<file path="config.mk">
export PLATFORM = sky130hd
export DESIGN_NAME = mem_port_arbiter
export DESIGN_NICKNAME = d
export VERILOG_FILES = /design/src/rtl/mem_port_arbiter.sv
export SDC_FILE = /design/constraint.sdc
export NUM_CORES = 1
export LEC_CHECK = 0
export BUFFER_PORTS_ARGS = -buffer_cell sky130_fd_sc_hd__buf_4
export CORE_AREA = 2 2 108 110
export CTS_BUF_LIST = sky130_fd_sc_hd__clkbuf_8
export DETAILED_ROUTE_END_ITERATION = 10
export DIE_AREA = 0 0 110 112
export PLACE_DENSITY = 0.73
export SYNTH_ARGS = -nofsm -noshare
export SYNTH_HDL_FRONTEND = slang
export SYNTH_SLANG_ARGS = --single-unit
</file>
<file path="constraint.sdc">
create_clock -name clk -period 2.1 [get_ports clk]
set_clock_uncertainty 0.1 [all_clocks]
set_input_delay 0.42 -clock clk [delete_from_list [all_inputs] [get_ports clk]]
set_output_delay 0.42 -clock clk [all_outputs]
set_load 0.02 [all_outputs]
</file>
<file path="src/rtl/mem_port_arbiter.sv">
// mem_port_arbiter: shares one memory port between instruction fetch and data access.
// Define ARB_RR_EN for round-robin tie-breaking; otherwise data always wins ties.
module mem_port_arbiter #(
    parameter int ADDR_W = 32,
    parameter int DATA_W = 32
) (
    input  logic                clk,
    input  logic                rst_n,
    input  logic [ADDR_W-1:0]   i_addr,
    input  logic [DATA_W/8-1:0] i_rmask,
    output logic [DATA_W-1:0]   i_rdata,
    output logic                i_resp,
    input  logic [ADDR_W-1:0]   d_addr,
    input  logic [DATA_W/8-1:0] d_rmask,
    input  logic [DATA_W/8-1:0] d_wmask,
    input  logic [DATA_W-1:0]   d_wdata,
    output logic [DATA_W-1:0]   d_rdata,
    output logic                d_resp,
    output logic [ADDR_W-1:0]   mem_addr,
    output logic [DATA_W/8-1:0] mem_rmask,
    output logic [DATA_W/8-1:0] mem_wmask,
    output logic [DATA_W-1:0]   mem_wdata,
    input  logic [DATA_W-1:0]   mem_rdata,
    input  logic                mem_resp
);
    typedef enum logic [1:0] {IDLE, BUSY_I, BUSY_D} state_t;
    state_t state, state_nx;
    logic req_i, req_d, d_write, grant_i, grant_d, fetch_wins_tie;
    assign req_i   = |i_rmask;
    assign d_write = |d_wmask;
    assign req_d   = d_write || (|d_rmask);
`ifdef ARB_RR_EN
    logic last_d;
    always_ff @(posedge clk or negedge rst_n)
        if (!rst_n) last_d <= 1'b1;
        else if (grant_i || grant_d) last_d <= grant_d;
    assign fetch_wins_tie = last_d;
`else
    assign fetch_wins_tie = 1'b0;
`endif
    always_ff @(posedge clk or negedge rst_n)
        if (!rst_n) state <= IDLE;
        else state <= state_nx;
    always_comb begin
        state_nx = state;
        grant_i  = 1'b0;
        grant_d  = 1'b0;
        i_resp   = 1'b0;
        d_resp   = 1'b0;
        case (state)
            IDLE: begin
                grant_d  = req_d && (!req_i || !fetch_wins_tie);
                grant_i  = req_i && !grant_d;
                state_nx = grant_d ? BUSY_D : grant_i ? BUSY_I : IDLE;
            end
            BUSY_I: begin
                i_resp   = mem_resp;
                state_nx = mem_resp ? IDLE : BUSY_I;
            end
            BUSY_D: begin
                d_resp   = mem_resp;
                state_nx = mem_resp ? IDLE : BUSY_D;
            end
            default: state_nx = IDLE;
        endcase
        i_rdata = i_resp ? mem_rdata : '0;
        d_rdata = d_resp ? mem_rdata : '0;
    end
    // Masks are one-cycle pulses; address and write data hold until the next grant.
    always_ff @(posedge clk or negedge rst_n)
        if (!rst_n) begin
            mem_addr  <= '0;
            mem_rmask <= '0;
            mem_wmask <= '0;
            mem_wdata <= '0;
        end else begin
            mem_rmask <= '0;
            mem_wmask <= '0;
            if (grant_i) begin
                mem_addr  <= i_addr;
                mem_rmask <= i_rmask;
                mem_wdata <= '0;
            end else if (grant_d) begin
                mem_addr  <= d_addr;
                mem_rmask <= d_write ? '0 : d_rmask;
                mem_wmask <= d_wmask;
                mem_wdata <= d_write ? d_wdata : '0;
            end
        end
endmodule

</file>
==> flow_summary.ini, run 1 <==
[outcome]
outcome = finished, violations left
violations = negative setup slack

[pwr]
p_int_uw = 2850
switching_share_pct = 33.4
p_leak_uw = 0.00340
peakVddDrop_mv = 0.377
seqPwrFrac_pct = 40.4
power_density_nw_per_um2 = 598
combinationalPowerShare_pct = 31.8
power_frac_clock_pct = 27.8
total_power_uw = 4280
switchingPower_uw = 1430

[timing]
relSlewSlack_pct = 50.4
rsz0062_at_grt = true
worst_slack_ns = -0.0514
max_freq_mhz = 465
fin_crit_ns = 2.15
tightest_slew_ns = 0.743
period_share_pct = 102
drv_slew = 0
finalSetupViolCount = 34
hold_viol_final = 0

[logic_synthesis]
synth_nets = 593
synth_cell_types = 21
synthesis.area_um2 = 4160
syn_area_per_cell_um2 = 9.25
yosysWarnings = 0
synth_cells = 450
ys_seq_area_share_pct = 44.5
synth-seq-cells = 74

[global_route]
grt_max_degree = 44
antenna_found_initial = 0
grt_pass1_vias = 4505
track_usage_pct = 25.7
grt_pass1_wl_mm = 24.6
grt_overflow_total = 0

[floorplanning]
initial_core_util_pct = 37.3
rows = 39
boundaryPins = 281
dieArea_um2 = 12300
die_h_um = 112
core-area_um2 = 11200
die-width_um = 110

[critical_path]
crit_top_cell = buf_6
end_kind = output pin
path_buf_inv = 4
crit_slowest_cell = dfrtp_2
worstSetupStartpointType = register
cp.required_ns = 1.58
arrival_ns = 1.63
slowest_delay_ns = 0.43
worstSetupPathType = register to output pin
cp_top_family = buffers and inverters
worstPathMaxFanout = 5
crit_chain = buf_8 > nand2_4 > nor2_4 > buf_4 > buf_6 > and2_1 > buf_6

[placed_design]
hpwlAfterDp_mm = 12.1
dpl_cell_area_um2 = 6430
dpl.cell_count = 839
place.gp.congestion = 0.917
io_buffers = 280

[clock_network]
cts_buffer_depth = 2
h-tree-depth = 3
cts_tree = yes
cts.sinks = 74
clock_latency_ns = 0.35
root_buffer = clkbuf_8
cts_buffers = 9
path_clk_slew_ns = 0.09

[finish]
final_cell_area_um2 = 7160
area_delta_synth_final_pct = 71.9
antennaDiodeCount = 0
fin_nets = 870
layout.cells.non_filler = 875
drive_gt1_share_pct = 53.3

[route]
drc_errors = 0
wl_mm = 17.9
vias_per_cell = 5.73
wl_per_cell_um = 20.5
num_vias = 5012
first_pass_iters = 4
drt-initial-drc-count = 324
antenna_left = 0

[worst_hold_path]
min_path_type = input pin to register

[run]
maxCapViolCount = 0
## cell type report
class	instances	area, um2
Sequential cell	74	1850
Clock buffer	10	138
Fill cell	940	4020
Timing Repair Buffer	321	2670
Clock inverter	6	72.6
Tap cell	143	179
Multi-Input combinational cell	321	2240
## sequential cells by signal (all words and copies together), names as in the netlist
name       flops
mem_addr      32
mem_wdata     32
mem_rmask      4
mem_wmask      4
state          2
## path summary, 6_finish.rpt
check	startpoint	end	slack, ns	cells after the start
worst max-delay path	state[0]	i_rdata[0]	-0.05	7
worst min-delay path	d_wdata[24]	mem_wdata[24]	0.18	2
worst max register to register	state[0]	mem_wdata[17]	0.17	4
worst min register to register	mem_wdata[12]	mem_wdata[12]	0.41	1
max in group asynchronous	rst_n	mem_wdata[9]	0.85	3
min in group asynchronous	rst_n	mem_wdata[30]	0.45	2
## Yosys cell counts, drive strengths merged
cell type	instances	area, um2
nand4	96	601
nor3b	32	240
and3b	1	8.76
nand2b	1	6.26
clkbuf	44	165
nor4	3	18.8
a21oi	5	25.0
o211ai	32	240
or2	1	6.26
and2	68	425
nor3	1	5.00
o31ai	1	21.3
buf	13	77.6
nor2	7	26.3
dfrtp	74	1850
a22o	32	280
or4	4	30.0
nand2	34	128
a211oi	1	7.51
## per-layer routing
layer / up-vias / track usage, % / part of all wire, %
met4: 0 / 6.75 / 1.9
met2: 247 / 41.1 / 49
met3: 28 / 5.15 / 8.4
met5: - / 0 / 0
met1: 2491 / 35.5 / 41
li1: 2246 / - / -
## cells in the final DEF, fill, tap and decap left out, types with 2 or more instances in the layout
master / n
buf_4: 265
nand4_1: 96
dfrtp_1: 72
buf_6: 49
and2_4: 40
nand2_1: 33
o211ai_1: 32
nor3b_1: 32
a22o_1: 32
and2_1: 28
clkbuf_8: 10
a21oi_1: 5
or4_1: 4
nor2_1: 4
buf_12: 4
nor4_2: 3
nor2_4: 3
and3b_4: 2
inv_6: 2
clkinv_4: 2
dfrtp_2: 2
## stage by stage
step / hold WS, ns / setup slack [ns] / utilization (%) / setup TNS, ns
finish: 0.182 / -0.0514 / 64.1 / -0.504
global route: 0.169 / -0.113 / 64.1 / -2.87
CTS: 0.160 / -0.0571 / 59.9 / -1.70
detailed placement: 0.288 / -0.0640 / 57.5 / -2.26
global placement: 0.284 / -0.00713 / 57.5 / -0.0206
floorplan: 0.0244 / 0.0805 / - / 0
## power by group through the flow
stage                     sequential, uW  clock, uW  combinational (uW)
after CTS                           1730       1210                1310
final                               1730       1190                1360
after global placement              1740          0                1280
after global routing                1750       1260                1440
after floorplan                     1960          0                 388
after detailed placement            1750          0                1300
## repair_timing
item                       4_1_cts  5_1_grt
hold endpoints to repair        31        0
gates resized for setup         11      101
gates cloned                     1        5
buffers inserted                 1       12
setup endpoints to repair       98       64
pin swaps                        3       16
hold buffers                     1        0
## kinds of logic (layout without fill, tap and decap cells)
group                  Yosys count  count (layout)  synth area share [%]
AO/OA/AOI/OAI                   71              71                  13.8
flip-flops                      74              74                  44.5
AND/OR/NAND/NOR                248             250                  35.9
buffers and inverters           57             337                  5.83
Power figures use the tool's default switching activity.
==> run 2, diff against run 1 <==
==> config.mk (replaced) <==
export PLATFORM = sky130hd
export DESIGN_NAME = mem_port_arbiter
export DESIGN_NICKNAME = d
export VERILOG_FILES = /design/src/rtl/mem_port_arbiter.sv
export SDC_FILE = /design/constraint.sdc
export NUM_CORES = 1
export LEC_CHECK = 0
export ABC_AREA = 1
export BUFFER_PORTS_ARGS = -buffer_cell sky130_fd_sc_hd__buf_4
export CORE_AREA = 2 2 110 112
export CTS_BUF_LIST = sky130_fd_sc_hd__clkbuf_8
export DETAILED_ROUTE_END_ITERATION = 10
export DIE_AREA = 0 0 112 114
export PLACE_DENSITY = 0.7
export SYNTH_ARGS = -nofsm -noshare
export SYNTH_HDL_FRONTEND = slang
export SYNTH_SLANG_ARGS = --single-unit
==> flow_summary.ini, run 2 <==
[pwr]
power_density_nw_per_um2 = 1200
peakVddDrop_mv = 0.725
p_leak_uw = 0.00401

[critical_path]
worstSetupStartpointType = register
crit_chain = buf_6 > nor3_4 > buf_6 > inv_8 > nor2_1 > buf_4
worstPathMaxFanout = 16
slowest_delay_ns = 0.40
cp.required_ns = 1.58
crit_slowest_cell = dfrtp_1
worstSetupPathType = register to output pin
crit_top_cell = buf_6
cp_top_family = buffers and inverters
arrival_ns = 1.67
end_kind = output pin
path_buf_inv = 4

[global_route]
antenna_found_initial = 0
grt_pass1_vias = 4286
track_usage_pct = 20.9
grt_max_degree = 65
grt_pass1_wl_mm = 21.6
grt_overflow_total = 0

[logic_synthesis]
ys_top_cells_by_area = dfrtp_1, nand3_1, inv_1, nand2_1, nor2_1
synth_cell_types = 20
synthTopCellsByCount = nand3_1, inv_1, nand2_1, dfrtp_1, nor2_1
synth_ff_type = dfrtp_1
syn_area_per_cell_um2 = 7.05
synth_cells = 576
synth-edff-count = 0
yosysWarnings = 0
synth_nets = 719
synthArstFlopShare_pct = 100
yosysMostFrequentCell = nand3_1
synthesis.area_um2 = 4060
yosysTopAreaCell = dfrtp_1
synth.top_cell.area_share_pct = 45.6
synth-seq-cells = 74
ys_seq_area_share_pct = 45.6

[finish]
final_cell_mix = buf_4, nand3_1, inv_1
seqCellArea_um2 = 1850
utilization_pct = 58.7
fin_nets = 993
drive_gt1_share_pct = 41.6
reg_top3 = mem_addr (32), mem_wdata (32)
antennaDiodeCount = 0
multi_input_area_um2 = 1770
area_delta_synth_final_pct = 69.4
final_cell_area_um2 = 6870
layout_commonest_cell = buf_4
fill_cells = 1094

[timing]
finalSetupViolCount = 19
hold_viol_final = 0
tightest_slew_ns = 0.385
max_freq_mhz = 456
drv_slew = 0
period_share_pct = 104
setup_tns_ns = -0.415
rsz0062_at_grt = true
relSlewSlack_pct = 74.3
worst_slack_ns = -0.0928
fin_crit_ns = 2.19
fin_hold_ws_ns = 0.159

[clock_network]
cts_tree = yes
cts_buffers = 9
h-tree-depth = 3
cts_buffer_depth = 2
root_buffer = clkbuf_8
clock_latency_ns = 0.34
path_clk_slew_ns = 0.08
cts.sinks = 74

[outcome]
outcome = finished, violations left
violations = negative setup slack

[placed_design]
hpwlAfterDp_mm = 9.98
io_buffers = 280
place.gp.congestion = 0.765
dpl_cell_area_um2 = 6270
place_ws_ns = 0.100

[floorplanning]
core-area_um2 = 11700
rows = 40
die_h_um = 114
boundaryPins = 281
initial_core_util_pct = 34.7
dieArea_um2 = 12800
die-width_um = 112

[route]
drc_errors = 0
drt-initial-drc-count = 326
antenna_left = 0
wl_mm = 15.1
vias_per_cell = 4.72
first_pass_iters = 5
wl_per_cell_um = 15.0
num_vias = 4734

[worst_hold_path]
min_path_type = input pin to register

[run]
maxCapViolCount = 0
==> run 2: worst reg2reg max path, stage by stage (launching register included) <==
cell,delay (ns)
dfrtp_1,0.40
buf_6,0.13
buf_4,0.13
nor2_2,0.16
inv_2,0.06
a21oi_4,0.22
inv_2,0.09
nand2_2,0.15
clkbuf_16,0.25
nand3_1,0.10
nand2_1,0.07
==> run 2: cell type report <==
class | instances | share of cell area [%]
repair buffers | 300 | 35.2
flip-flops and latches | 74 | 26.9
multi-input cells | 354 | 25.7
inverters | 108 | 6.30
well taps | 147 | 2.68
clock buffers | 9 | 1.80
clock inverters | 7 | 1.02
repair inverters | 3 | 0.346
==> run 2: path summary, 6_finish.rpt <==
| check | startpoint | endpoint | slack, ns | cells past startpoint |
|---|---|---|---|---|
| setup / recovery | state[0] | d_rdata[7] | -0.09 | 6 |
| hold / removal | mem_resp | state[1] | 0.16 | 2 |
| setup reg to reg | state[0] | mem_wdata[23] | 0.16 | 10 |
| hold reg to reg | mem_wdata[23] | mem_wdata[23] | 0.41 | 2 |
| max in group asynchronous | rst_n | mem_wdata[0] | 0.95 | 3 |
| min in group asynchronous | rst_n | mem_wmask[0] | 0.41 | 2 |
==> run 2: where the power goes <==
part / internal (uW) / leakage, uW / switching, uW / total [uW]
combinational: 1880 / 0.00301 / 2830 / 4700
clock: 544 / 0.0000873 / 555 / 1100
sequential: 2080 / 0.000908 / 372 / 2450
total: 4500 / 0.00401 / 3750 / 8250
==> run 2: repair_timing <==
| action | 4_1_cts | 5_1_grt |
|---|---|---|
| pin swaps | 0 | 2 |
| setup endpoints to repair | 64 | 76 |
| hold endpoints to repair | 22 | 0 |
| hold buffers | 1 | 0 |
| gates resized for setup | 8 | 70 |
| cloned | 0 | 4 |
| buffers inserted | 2 | 7 |
==> run 2: through the flow <==
stage	std cells	total power (uW)
floorplan	576	4930
global placement	972	6830
detailed placement	972	6870
CTS	991	8030
global route	1002	8790
finish	1002	8250
==> run 2: cells by family after synthesis <==
kind of cell | share of synthesized area [%]
AO/OA/AOI/OAI | 1.29
buffers and inverters | 15.4
flip-flops | 45.6
AND/OR/NAND/NOR | 37.7
==> run 2: metal layers <==
layer	up-vias	GRT usage (%)	share of wire [%]
met5	-	0	0
met1	2191	28.0	42
met3	18	5.26	7.6
li1	2320	-	-
met2	205	33.9	49
met4	0	6.02	1.5
